File: config.mk
export PLATFORM = sky130hd
export DESIGN_NAME = logic_sweep_ctrl
export DESIGN_NICKNAME = d
export VERILOG_FILES = /design/src/rtl/logic_sweep_ctrl_pkg.sv /design/src/rtl/logic_sweep_ctrl_settle_timer.sv /design/src/rtl/logic_sweep_ctrl.sv
export SDC_FILE = /design/constraint.sdc
export NUM_CORES = 1
export LEC_CHECK = 0
export ABC_CLOCK_PERIOD_IN_PS = 2050
export CORE_MARGIN = 3
export CORE_UTILIZATION = 24
export DETAILED_ROUTE_END_ITERATION = 6
export GPL_ROUTABILITY_DRIVEN = 0
export PLACE_DENSITY = 0.5
export SKIP_LAST_GASP = 1
export SYNTH_ARGS = -nofsm -noshare
export SYNTH_HDL_FRONTEND = slang
export SYNTH_SLANG_ARGS = --single-unit
File: constraint.sdc
create_clock -name clk -period 2.05 [get_ports clk]
set_clock_uncertainty 0.15 [all_clocks]
set_input_delay 0.41 -clock clk [delete_from_list [all_inputs] [get_ports clk]]
set_output_delay 0.41 -clock clk [all_outputs]
set_load 0.01 [all_outputs]
File: src/rtl/logic_sweep_ctrl_pkg.sv
// logic_sweep_defs: shared FSM state encodings and default expected truth table
package logic_sweep_defs;
  localparam logic [1:0] S_IDLE   = 2'd0;
  localparam logic [1:0] S_SETTLE = 2'd1;
  localparam logic [1:0] S_SAMPLE = 2'd2;
  localparam logic [1:0] S_DONE   = 2'd3;
  localparam logic [7:0] EXPECT_DEFAULT = 8'hE8;
endpackage

File: src/rtl/logic_sweep_ctrl_settle_timer.sv
// settle_timer: loadable down-counter timing how long each vector is held
//   clk, rst   clock, synchronous active-high reset
//   load       reload the count with SETTLE_CYC
//   dec        decrement the count this cycle
//   zero_next  count reaches zero on this decrement
module settle_timer #(
  parameter int SETTLE_CYC = 2
) (
  input  logic clk,
  input  logic rst,
  input  logic load,
  input  logic dec,
  output logic zero_next
);
  localparam int CW = $clog2(SETTLE_CYC + 1);
  logic [CW-1:0] cnt_q, cnt_d;
  always_comb begin
    cnt_d = load ? CW'(SETTLE_CYC) : dec ? cnt_q - CW'(1) : cnt_q;
    zero_next = dec && cnt_q == CW'(1);
  end
  always_ff @(posedge clk) begin
    if (rst) cnt_q <= '0;
    else cnt_q <= cnt_d;
  end
endmodule

File: src/rtl/logic_sweep_ctrl.sv
// logic_sweep_ctrl: sweeps all input vectors of a LOGIC block, captures its truth table, compares to EXPECT
//   start/abort      begin / cancel a sweep
//   dut_in, dut_out  vector driven to LOGIC and its output
//   busy, done       sweep in progress / one-cycle end pulse
//   pass, table_out  match result and captured table
//   fail_idx         lowest mismatching index (valid when done && !pass)
//   LOGIC_SWEEP_STOP_ON_FAIL_EN: end the sweep at the first mismatch
module logic_sweep_ctrl
  import logic_sweep_defs::*;
#(
  parameter int N_IN = 3,
  parameter int SETTLE_CYC = 2,
  parameter logic [2**N_IN-1:0] EXPECT = EXPECT_DEFAULT
) (
  input  logic              clk,
  input  logic              rst,
  input  logic              start,
  input  logic              abort,
  output logic [N_IN-1:0]   dut_in,
  input  logic              dut_out,
  output logic              busy,
  output logic              done,
  output logic              pass,
  output logic [2**N_IN-1:0] table_out,
  output logic [N_IN-1:0]   fail_idx
);
  localparam int TW = 2**N_IN;
  logic [1:0] state_q, state_d;
  logic [N_IN-1:0] vec_q, vec_d, fidx_q, fidx_d;
  logic [TW-1:0] tbl_q, tbl_d;
  logic pass_q, pass_d, mis_q, mis_d;
  logic load, dec, zero_next, bad, stop;
  settle_timer #(.SETTLE_CYC(SETTLE_CYC)) u_timer (
    .clk(clk), .rst(rst), .load(load), .dec(dec), .zero_next(zero_next)
  );
  always_comb begin
    state_d = state_q;
    vec_d = vec_q;
    tbl_d = tbl_q;
    pass_d = pass_q;
    fidx_d = fidx_q;
    mis_d = mis_q;
    load = 1'b0;
    dec = 1'b0;
    bad = dut_out != EXPECT[vec_q];
`ifdef LOGIC_SWEEP_STOP_ON_FAIL_EN
    stop = bad || &vec_q;
`else
    stop = &vec_q;
`endif
    case (state_q)
      S_IDLE: if (start && !abort) begin
        state_d = S_SETTLE;
        vec_d = '0;
        tbl_d = '0;
        pass_d = 1'b0;
        fidx_d = '0;
        mis_d = 1'b0;
        load = 1'b1;
      end
      S_SETTLE: begin
        dec = 1'b1;
        state_d = zero_next ? S_SAMPLE : S_SETTLE;
      end
      S_SAMPLE: begin
        tbl_d[vec_q] = dut_out;
        fidx_d = bad && !mis_q ? vec_q : fidx_q;
        mis_d = mis_q || bad;
        state_d = stop ? S_DONE : S_SETTLE;
        pass_d = stop ? !(mis_q || bad) : pass_q;
        vec_d = stop ? '0 : vec_q + N_IN'(1);
        load = !stop;
      end
      default: state_d = S_IDLE;
    endcase
    if (abort && state_q != S_IDLE) begin
      state_d = S_IDLE;
      vec_d = '0;
      pass_d = 1'b0;
      load = 1'b0;
    end
  end
  always_ff @(posedge clk) begin
    if (rst) begin
      state_q <= S_IDLE;
      vec_q <= '0;
      tbl_q <= '0;
      pass_q <= 1'b0;
      fidx_q <= '0;
      mis_q <= 1'b0;
    end else begin
      state_q <= state_d;
      vec_q <= vec_d;
      tbl_q <= tbl_d;
      pass_q <= pass_d;
      fidx_q <= fidx_d;
      mis_q <= mis_d;
    end
  end
  always_comb begin
    dut_in = vec_q;
    busy = state_q == S_SETTLE || state_q == S_SAMPLE;
    done = state_q == S_DONE;
    pass = pass_q;
    table_out = tbl_q;
    fail_idx = fidx_q;
  end
endmodule

# Word level (Yosys, flattened, before mapping)
# Memories as Yosys holds them, arrays and structs flattened. A register that Yosys moved wholly into a read port is not among the register bits.
# Index checks and enable logic that the tools add are counted.
# classes
reduce_logical	21
n_mux	27
n_addsub	2
eq_ne	8
n_lt_le_gt_ge	2
# ops
operator	n
8-bit one-hot mux with 2 select lines	1
3-bit 2-to-1 mux	5
3-bit one-hot mux with 2 select lines	2
2-bit 2-to-1 mux	5
3-bit AND reduction	3
8-bit bitwise mux	1
8-bit 2-to-1 mux	1
1-bit 2-to-1 mux	7
2-bit != test (second input constant)	3
1-bit one-hot mux with 2 select lines	3
2-bit one-hot mux with 3 select lines	1
2-bit nonzero test	3
1-bit logical AND	5
2-bit by 1-bit == test with 1-bit output (second input constant)	2
2-bit == test (second input constant)	2
1-bit zero test	4
3-bit by 4-bit less-than comparator with 1-bit output (second input constant)	1
2-bit OR reduction	2
3-bit by 1-bit adder with 3-bit output (second input constant)	1
1-bit demux with 3-bit select	1
3-bit by 1-bit >= comparator with 1-bit output (second input constant)	1
2-bit zero test	1
1-bit logical OR	2
2-bit AND reduction	1
other kinds (2)	2
# totals
out_inout_bits	17
inputBits	5
wordCells	69
romBits	8
n_memories	1
register_bits	20
# mem_list
memory	depth	word_bits	rd	rd_ports_with_merged_regs	write_ports	line	rtl
(no name shown)	8	1	1	1	0	logic_sweep_ctrl.sv:45	bad = dut_out != EXPECT[vec_q];

# Longest topological paths before layout
# Gate-level depths: netlist of the first run.
# logic_depth
word_depth	7
ltp_mapped	9
mapped_depth_nobuf	6

# Modules after synthesis
# From an unflattened synthesis of the first run, not the netlist that was laid out.
# unflattened
hier_cells	139
hier_area_um2	1164.9
# modules_own_cells
module	area_each_um2	seq_area_each_um2	n_inst	cells_per_inst
logic_sweep_ctrl	1063.5	380.4	1	129
settle_timer	101.3	40.0	1	10

# Worst setup path before layout of the first run
# No wires, ideal clock.
# synth_path
path_kind	register to register
startpoint	register state_q[0]
endpoint	register with a tool-made name
synth_period_minus_slack_ns	1.942
arrival_time_ns	1.674
t_required_ns	1.781
n_path_buf	1
path_stages_with_launch	8
slack_ns	0.108
setup_ns	0.119
path_cell_list	dfxtp_1 -> inv_1 -> ha_1 -> buf_4 -> and2b_1 -> nor3b_2 -> or4_1 -> o2bb2ai_1
# synth_rtl
item	line	rtl
from (decl)	logic_sweep_ctrl.sv:28	logic [1:0] state_q, state_d;
from (signal assigned)	logic_sweep_ctrl.sv:92	state_q <= state_d;

==> metrics.md, run 1 <==
| Metric | Value |
|---|---|
| Outcome | completed |
| Clock Root Buffer | clkbuf_8 |
| Worst Setup SP | start |
| GRT Total Usage | 11.30% |
| Final Power | 877.4 uW |
| Asr flop ratio synth | 0% |
| Reg power frac | 48.7% |
| Hold_buf cts | 0 |
| Final hold vios | 0 |
| Final HPWL DP | roughly 2.4 mm |
| Tcrit/Tclk final | a little over nine tenths |
| TritonRoute pass-1 iters | 4 |
| Cts bufs inserted | 3 |
| WHS Path Cells | 2 |
| Critical path type | in -> reg |
| Setup crit start kind | primary input |
| WL final | 3.060 mm |
| Final core occ | a little over a third |
| Critical Path AT | 1930 ps |
| Sw Share | 27.87% |
| Area of the multi-input gates | approximately 660 sq um |
| Mapped Nets | 154 |
| Core box area | 4504 sq um |
| Sequential share of the synthesized area | 36.40% |
| Count of cell types in the netlist | 35 |
| Worst-path cell chain | clkdlybuf4s50_1 -> nor2b_1 -> o211a_1 -> or4_1 -> o2bb2ai_1 |
| Final worst slack | ~120 ps |
| Initial antenna violation count | 0 |
| Pwr dens | 560.6 nW/um^2 |
| Critical path peak fanout | 4 |
| Largest net degree at the start of global routing | 14 |
| Vias | ~1100 |
| Total grt overflow | 0 |
| Area of placed instances | 1510 sq um |
| Row Count | 24 |
| Worst-path clk slew | 80 ps |
| Chip width | 75.37 um |
| Req. time, crit path | 2050 ps |
| Hold Crit Start | table_out[2]$_SDFFE_PP0P_ |
| Leakage | about 0.67 nW |
| Mapped Avg Cell Area | 8.133 sq um |
| First-pass GRT wire length | 5.085 mm |
| RSZ-0062 raised after global routing | false |
| Predominant post-synthesis flop cell | dfxtp_1 |
| Initial Utilization | 25.64% |
| Pre-CTS WS | -221.8 ps |
| Vias/cell | 4.841 |
| Netlist Area Pre-Place | about 1200 sq um |
| Min-delay worst type | reg -> reg |
| EDFF count, synth | 0 |
| Max rail drop VDD | 0.0002015 V |
| Clock sinks | 21 |
| Count of final setup violators | 0 |
| Clock Latency Late Sink | around 260 ps |
| Setup crit end kind | flip-flop |
| CTS tree | built |
| Post-CTS Setup Bufs | 0 |
| Die Ht | 75.37 um |
| Wire per inst | 13.48 um |
| DRC viols | 0 |
| Yosys reg bits | 21 |
| Slowest CP cell | or4_1 |
| Worst R2R Start | state_q[1]$_SDFFE_PP0P_ |
| Comb pwr share | 20.1% |
| Warnings, synthesis | 0 |
| DIE AREA | 5680 sq um |
| N_diodes | 0 |
| Syn Inst Count | 142 |
| FF/Latch Area | approximately 420 sq um |
| Slowest stage delay, CP | about 520 ps |
| Fillers | 475 |
| Max Fclk | 518.7 MHz |
| DRT iter0 DRCs | 75 |
| R2R depth | 6 |
| Switching pwr | roughly 240 uW |
| Ports | 22 |
| Worst-Margin Slew | 388.6 ps |
| Clock buffer depth | 2 |
| Final Instance Area | roughly 1600 sq um |
| Port buffer count | 21 |
| Clock power frac | between 30 and 40% |
| Net count, final | roughly 190 |
| Proportion of layout cells with a drive suffix above 1 | 15.43% |
| Max-slew headroom | 74.07% |
| Final ANT Viol Nets | 0 |
| Vias in the first global route | 1101 |
| Internal Pwr Total | 632.9 uW |
| Max cap viols | 0 |
| Clock period minus worst slack | 1928 ps |
| H-tree Lvls | 1 |
| Max Transition Viols Final | 0 |
| Layout area overhead | 35.54% |
## cell type report
| class | count | area share, % |
|---|---|---|
| clock inverters | 1 | 0.3197 |
| repair buffers | 38 | 21.66 |
| flip-flops and latches | 21 | 26.86 |
| clock buffers | 3 | 2.638 |
| inverters | 9 | 2.158 |
| multi-input cells | 103 | 42.21 |
| well taps | 52 | 4.157 |
## power groups by stage
stage | combinational (mW) | sequential [mW] | clock (mW)
2_1_floorplan | 0.112 | 0.439 | 0
3_3_place_gp | 0.173 | 0.436 | 0
3_5_place_dp | 0.177 | 0.437 | 0
4_1_cts | 0.175 | 0.427 | 0.280
5_1_grt | 0.200 | 0.429 | 0.304
6_report | 0.177 | 0.427 | 0.274
## stage by stage
step | TNS [ps] | std cells | hold slack [ps]
2_1_floorplan | 0 | 142 | 344.1
3_3_place_gp | -1384 | 223 | 310.5
3_5_place_dp | -2206 | 223 | 320.0
4_1_cts | 0 | 227 | 336.7
5_1_grt | 0 | 227 | 346.3
6_report | 0 | 227 | 332.8
## worst max-delay path: cells and delay by family
family | cells | cell delay (ps)
and+or+nand+nor | 2 | 710
AOI/OAI and AO/OA | 2 | 370
buffers and inverters | 1 | 430
## cell usage in the layout (no fill, tap or decap), drive strengths merged
| cell type | instances |
|---|---|
| buf | 17 |
| nand2 | 6 |
| nand4 | 7 |
| o2111a | 1 |
| o2bb2ai | 1 |
| dfxtp | 21 |
| nor4 | 1 |
| inv | 9 |
| a22oi | 1 |
| o21ai | 15 |
| mux2i | 1 |
| xor2 | 1 |
| clkbuf | 3 |
| and3 | 1 |
| nor3b | 3 |
| dlygate4sd2 | 1 |
| xnor2 | 2 |
| a211oi | 1 |
| o31a | 1 |
| or2 | 1 |
| and2b | 1 |
| nor2b | 4 |
| and3b | 2 |
| and2 | 1 |
| ha | 7 |
| nor2 | 11 |
| a32o | 2 |
| or4 | 1 |
| nor3 | 3 |
| a21oi | 23 |
| dlymetal6s2s | 1 |
| clkinv | 1 |
| o22ai | 1 |
| clkdlybuf4s50 | 19 |
| nand2b | 1 |
| o211a | 3 |
## final timing paths
path / end / slack (ps)
max: flip-flop / 120
min: table_out[2]$_SDFFE_PP0P_ / 330
max reg2reg: flip-flop / 150
min reg2reg: table_out[2]$_SDFFE_PP0P_ / 330
## cell families after synthesis
| logic type | synth area share (%) |
|---|---|
| AOI/OAI and AO/OA | 25.14 |
| xor gates and xnor gates | 2.276 |
| adders and majority gates | 7.584 |
| buffers and inverters | 7.042 |
| DFF | 36.40 |
| muxes | 0.8668 |
| and+or+nand+nor | 20.69 |
## cells in the mapped netlist (2+ instances only)
cell / n / area [sq um]
xnor2_1: 2 / 17.52
nor2b_1: 4 / 25.02
dfxtp_1: 21 / 420.4
nor2_1: 11 / 41.29
nand2_1: 6 / 22.52
inv_1: 9 / 33.78
buf_2: 2 / 10.01
nor3_1: 3 / 15.01
a21oi_1: 23 / 115.1
nor3b_1: 2 / 15.01
ha_1: 7 / 87.58
clkbuf_1: 5 / 18.77
and3b_1: 2 / 17.52
o21ai_0: 15 / 75.07
a32o_1: 2 / 20.02
nand4_1: 7 / 43.79
o211a_1: 3 / 30.03
## state kept, by name, indices dropped and copies added (netlist names), named ones only
signal / flops
mis_q: 1
dut_in: 3
state_q: 2
fail_idx: 3
u_timer.cnt_q: 2
table_out: 8
pass: 1
## per-layer routing
metal / global-route usage [%] / routed length, um
met4: 2.913 / 26
met1: 16.20 / 1543
met3: 1.187 / 33
met5: 0 / 0
met2: 18.12 / 1457
## what timing repair did
| action | 4_1_cts | 5_1_grt |
|---|---|---|
| endpoints found under the setup margin | 1 | 13 |
| resized for setup | 1 | 5 |
| pin swaps | 0 | 0 |
(Power assumes the default switching activity.)
==> run 2, diff against run 1 <==
CORE_MARGIN = 1.5   (was 3)
==> run 2 against run 1 <==
Worst setup slack got worse by 16 ps. Via count increased by 1.2%. Register-to-register slack barely moved. Design area is 0.16% higher. Sequential share of layout area hardly changed. Highest routed layer unchanged.
==> metrics.md, run 2 (same netlist as run 1, synthesis figures left out) <==
| Metric | Value |
|---|---|
| H-tree Lvls | 1 (unchanged) |
| WL final | 2.924 mm (-4.4%) |
| Commonest non-fill, non-tap cell in the layout | a21oi_1 |
| DIE AREA | 5237 sq um (-7.8%) |
| Vias | 1112 (+1.2%) |
| DRC viols | 0 (unchanged) |
| Final hold vios | 0 (unchanged) |
| Max Transition Viols Final | 0 (unchanged) |
| Critical Path AT | 1950 ps (+20 ps) |
| Port buffer count | 21 (unchanged) |
| Max Fclk | 514.5 MHz (-0.81%) |
| TritonRoute pass-1 iters | 4 (unchanged) |
| Max cap viols | 0 (unchanged) |
| Clock Latency Late Sink | 260 ps (about the same) |
| First-pass GRT wire length | 5.161 mm (+1.5%) |
| Max-slew headroom | 74.34% (+0.27 points) |
| Net count, final | 188 (unchanged) |
| Final ANT Viol Nets | 0 (unchanged) |
| Largest register FFs | 8 (unchanged) |
| RSZ-0062 raised after global routing | false |
| Pre-CTS WS | -260.2 ps (-38.42 ps) |
| Cts bufs inserted | 3 (unchanged) |
| Clock Root Buffer | clkbuf_8 |
| R2R depth | 6 (unchanged) |
| Min-delay worst type | reg -> reg |
| Setup crit end kind | flip-flop |
| Max rail drop VDD | 0.0001814 V (-10%) |
| Req. time, crit path | 2050 ps (about the same) |
| Tcrit/Tclk final | 94.80% (+0.77 points) |
| Clock period minus worst slack | 1944 ps (+15.77 ps) |
| Critical path type | in -> reg |
| GRT Total Usage | 12.20% (+0.89 points) |
| CTS tree | built |
| Largest net degree at the start of global routing | 14 (unchanged) |
| Initial Utilization | 24.61% (-1.0 points) |
| Most frequent cells in the layout | a21oi_1, dfxtp_1, clkdlybuf4s50_1 |
| Worst-path clk slew | 80 ps (about the same) |
| DRT iter0 DRCs | 56 (-25%) |
| Hold_buf cts | 0 (unchanged) |
| Pwr dens | 563.0 nW/um^2 (+0.43%) |
| Row Count | 25 (+4.2%) |
| Clock buffer depth | 2 (unchanged) |
| Vias in the first global route | 1143 (+3.8%) |
| Core box area | 4692 sq um (+4.2%) |
| Chip width | 72.37 um (-4.0%) |
| Layout area overhead | 35.75% |
| Critical path peak fanout | 4 (unchanged) |
| Final worst slack | 106.5 ps (-15.77 ps) |
| Proportion of layout cells with a drive suffix above 1 | 15.43% (unchanged) |
| Final HPWL DP | 2.294 mm (-4.6%) |
| Outcome | completed |
| Setup TNS | 0 ps (unchanged) |
| Initial antenna violation count | 0 (unchanged) |
| Count of final setup violators | 0 (unchanged) |
| Setup crit start kind | primary input |
| Ports | 22 (unchanged) |
| Total grt overflow | 0 (unchanged) |
| Worst-Margin Slew | 384.5 ps (-4.092 ps) |
| Vias/cell | 4.856 (+0.30%) |
| Wire per inst | 12.77 um (-5.3%) |
| N_diodes | 0 (unchanged) |
| Leakage | 0.6712 nW (-0.14%) |
| WHS Path Cells | 2 (unchanged) |
| Clock sinks | 21 (unchanged) |
| Die Ht | 72.37 um (-4.0%) |
run 2: cell counts in the layout (fill, tap and decap cells not counted):
Identical to the previous run, type by type.
run 2: final timing paths:
check	start	slack (ps)	endpoint
max	start	110	flip-flop
min	table_out[6]$_SDFFE_PP0P_	330	table_out[6]$_SDFFE_PP0P_
max reg2reg	state_q[1]$_SDFFE_PP0P_	140	flip-flop
min reg2reg	table_out[6]$_SDFFE_PP0P_	330	table_out[6]$_SDFFE_PP0P_
run 2: final cells by class:
cell class	count	area [sq um]
Clock buffer	3	41.29
Multi-Input combinational cell	103	660.6
Clock inverter	1	5.005
Sequential cell	21	420.4
Fill cell	504	3124
Timing Repair Buffer	38	339.1
Tap cell	54	67.56
Inverter	9	33.78
run 2: worst max-delay path, stage by stage:
cell,delay (ps)
clkdlybuf4s50_1,440
nor2b_1,190
o211a_1,240
or4_1,520
o2bb2ai_1,140
run 2: timing repair:
action	in CTS	in global routing
gates resized for setup	2	4
setup endpoints to repair	2	2
buffers inserted	0	0
run 2: power breakdown:
group,internal [mW],switching (mW)
clock network,0.135,0.138
registers,0.420,0.00700
logic,0.0826,0.0992
run 2: metrics by stage:
stage / utilization, % / power, mW / cell area [sq um] / hold WS [ps] / instances
2_1_floorplan: - / 0.5512 / 1155 / 344.1 / 142
3_3_place_gp: 32.24 / 0.6140 / 1513 / 316.9 / 225
3_5_place_dp: 32.24 / 0.6197 / 1513 / 318.1 / 225
4_1_cts: 33.25 / 0.8958 / 1560 / 330.2 / 229
5_1_grt: 33.41 / 0.9316 / 1568 / 368.3 / 229
6_report: 33.41 / 0.8826 / 1568 / 329.3 / 229
run 2: metal layers:
metal	vias to the layer above	track usage [%]	share of wire, %
met5	-	0	0
met4	0	4.403	1.0
met3	2	1.528	2.1
met2	9	20.68	49
met1	524	15.89	48
li1	577	-	-
==> run 3, diff against run 2 <==
ABC_CLOCK_PERIOD_IN_PS = 2000   (was 2050)
PLACE_DENSITY = 0.48   (was 0.5)
clock period = 2 ns   (was 2.05 ns; I/O delays follow)
==> run 3 against run 2 <==
Routed wire length increased by 8.1%. Non-clock buffer count rose by 3. Power rose by 2.3%. Sequential power grew 3%. Largest cell class unchanged.
==> metrics.md, run 3 (same netlist as run 1, synthesis figures left out) <==
| Metric | Value |
|---|---|
| Count of final setup violators | 0 (unchanged) |
| GR peak layer | met2 |
| R2R depth | 6 (unchanged) |
| Final worst slack | 80.25 ps (-26.25 ps) |
| Max cap viols | 0 (unchanged) |
| Total grt overflow | 0 (unchanged) |
| Setup crit end kind | flip-flop |
| DIE AREA | 5237 sq um (unchanged) |
| Worst-Margin Slew | 294.8 ps (-89.72 ps) |
| Sw Share | 27.28% (-0.40 points) |
| Row Count | 25 (unchanged) |
| Largest net degree at the start of global routing | 14 (unchanged) |
| Pre-CTS WS | -184.8 ps (+75.41 ps) |
| Internal Pwr Total | 656.6 uW (+2.9%) |
| Proportion of layout cells with a drive suffix above 1 | 14.61% (-0.82 points) |
| WL final | 3.162 mm (+8.1%) |
| Clock buffer depth | 2 (unchanged) |
| H-tree Lvls | 1 (unchanged) |
| Cts bufs inserted | 3 (unchanged) |
| Vias/cell | 4.888 (+0.66%) |
| Most frequent cells in the layout | a21oi_1, dfxtp_1, buf_4 |
| Comb pwr share | 20.8% (+0.2 points) |
| Post-CTS Setup Bufs | 0 (unchanged) |
| Worst R2R Start | state_q[1]$_SDFFE_PP0P_ |
| Port buffer count | 21 (unchanged) |
| Worst Hold End | fail_idx[0]$_SDFFE_PP0P_ |
| Final hold vios | 0 (unchanged) |
| GR Util met3 | 1.806% (+0.28 points) |
| Reg power frac | 48.5% (about the same) |
| Max Fclk | between 500 and 600 MHz |
| Met1 track demand over resource | 16.37% (+0.48 points) |
| Wire per inst | 13.63 um (+6.7%) |
| Commonest non-fill, non-tap cell in the layout | a21oi_1 |
| Critical Path AT | 1920 ps (-30 ps) |
| Core box area | 4692 sq um (unchanged) |
| Final core occ | 33.65% (+0.24 points) |
| M2 GR Usage | 22.43% (+1.7 points) |
| DRT iter0 DRCs | 94 (+68%) |
| Layout area overhead | 36.73% |
| First-pass GRT wire length | 5.347 mm (+3.6%) |
| Min-delay worst type | reg -> reg |
| Reg2reg setup slack | 120 ps (-20 ps) |
| GRT Total Usage | 12.76% (+0.57 points) |
| Pwr dens | 571.9 nW/um^2 (+1.6%) |
| Clock sinks | 21 (unchanged) |
| Net count, final | 191 (+1.6%) |
| Hold slack | 331.1 ps (+1.797 ps) |
| Worst-path clk slew | 80 ps (about the same) |
| RSZ-0062 raised after global routing | false |
| Outcome | completed |
| N_diodes | 0 (unchanged) |
| Hold Crit Start | fail_idx[0]$_SDFFE_PP0P_ |
| Clock Root Buffer | clkbuf_8 |
| Vias | 1134 (+2.0%) |
| Final ANT Viol Nets | 0 (unchanged) |
| Switching pwr | 246.4 uW (+0.82%) |
| CTS tree | built |
| Setup TNS | 0 ps (unchanged) |
| Max-slew headroom | 80.31% (+6.0 points) |
| Initial Utilization | 24.61% (unchanged) |
| Clock period minus worst slack | 1920 ps |
| Req. time, crit path | 2000 ps (-50 ps) |
| WHS Path Cells | 2 (unchanged) |
| Leakage | 0.6705 nW (-0.11%) |
| Tcrit/Tclk final | 95.99% |
| DRC viols | 0 (unchanged) |
| Die Ht | 72.37 um (unchanged) |
| TritonRoute pass-1 iters | 4 (unchanged) |
| Critical path peak fanout | 4 (unchanged) |
| Largest register FFs | 8 (unchanged) |
| Hold_buf cts | 0 (unchanged) |
| Critical path type | in -> reg |
| Chip width | 72.37 um (unchanged) |
| Max rail drop VDD | 0.0002604 V (+44%) |
| Vias in the first global route | 1191 (+4.2%) |
| Clock power frac | 30.7% (-0.3 points) |
| Setup crit start kind | primary input |
| Final HPWL DP | 2.502 mm (+9.1%) |
| Ports | 22 (unchanged) |
| Clock Latency Late Sink | 250 ps (about the same) |
| Max Transition Viols Final | 0 (unchanged) |
| Initial antenna violation count | 0 (unchanged) |
==> run 3: changes by cell type in the layout (fill, tap and decap cells not counted), sizes merged <==
cell	delta
dlygate4sd2	+1
dlymetal6s2s	-1
buf	+3
clkbuf	+1
clkinv	-1
==> run 3: worst max-delay path by stage <==
stage | from | to | slack, ps | cells after the start
after floorplan | state_q[0]$_SDFFE_PP0P_ | flip-flop | 60 | 7
after global placement | start | flip-flop | -150 | 5
after detailed placement | start | flip-flop | -180 | 5
after CTS | start | flip-flop | 80 | 5
after global routing | state_q[1]$_SDFFE_PP0P_ | flip-flop | 20 | 6
final | start | flip-flop | 80 | 5
==> run 3: layer usage <==
| metal | vias up | wire length, um | share of wire [%] |
|---|---|---|---|
| li1 | 579 | - | - |
| met1 | 529 | 1484 | 47 |
| met2 | 24 | 1571 | 50 |
| met3 | 2 | 82 | 2.6 |
| met4 | 0 | 23 | 0.73 |
| met5 | - | 0 | 0 |
==> run 3: worst max-delay path, cell delays in order <==
cell	delay, ps
clkdlybuf4s50_1	440
nor2b_1	190
o211a_1	230
or4_1	540
o2bb2ai_1	140
==> run 3: area by class of cell <==
cell class | instances | area [sq um]
Timing Repair Buffer | 41 | 357.8
Sequential cell | 21 | 420.4
Tap cell | 54 | 67.56
Fill cell | 489 | 3113
Multi-Input combinational cell | 103 | 654.4
Clock buffer | 4 | 45.04
Inverter | 9 | 33.78
==> run 3: repair_timing <==
item,CTS,global route
cloned,0,0
endpoints found under the setup margin,2,1
gates resized for setup,2,1
==> run 3: power groups by stage <==
stage	registers, mW	clock network (mW)	logic, mW
floorplan	0.450	0	0.115
global placement	0.447	0	0.186
detailed placement	0.448	0	0.190
CTS	0.438	0.283	0.188
global route	0.440	0.304	0.208
finish	0.438	0.278	0.187
==> run 3: per-stage QoR <==
| stage | power, mW | cells | cell area, sq um |
|---|---|---|---|
| floorplan | 0.5650 | 142 | 1155 |
| global placement | 0.6324 | 228 | 1535 |
| detailed placement | 0.6379 | 228 | 1535 |
| CTS | 0.9092 | 232 | 1578 |
| global route | 0.9521 | 232 | 1579 |
| finish | 0.9030 | 232 | 1579 |
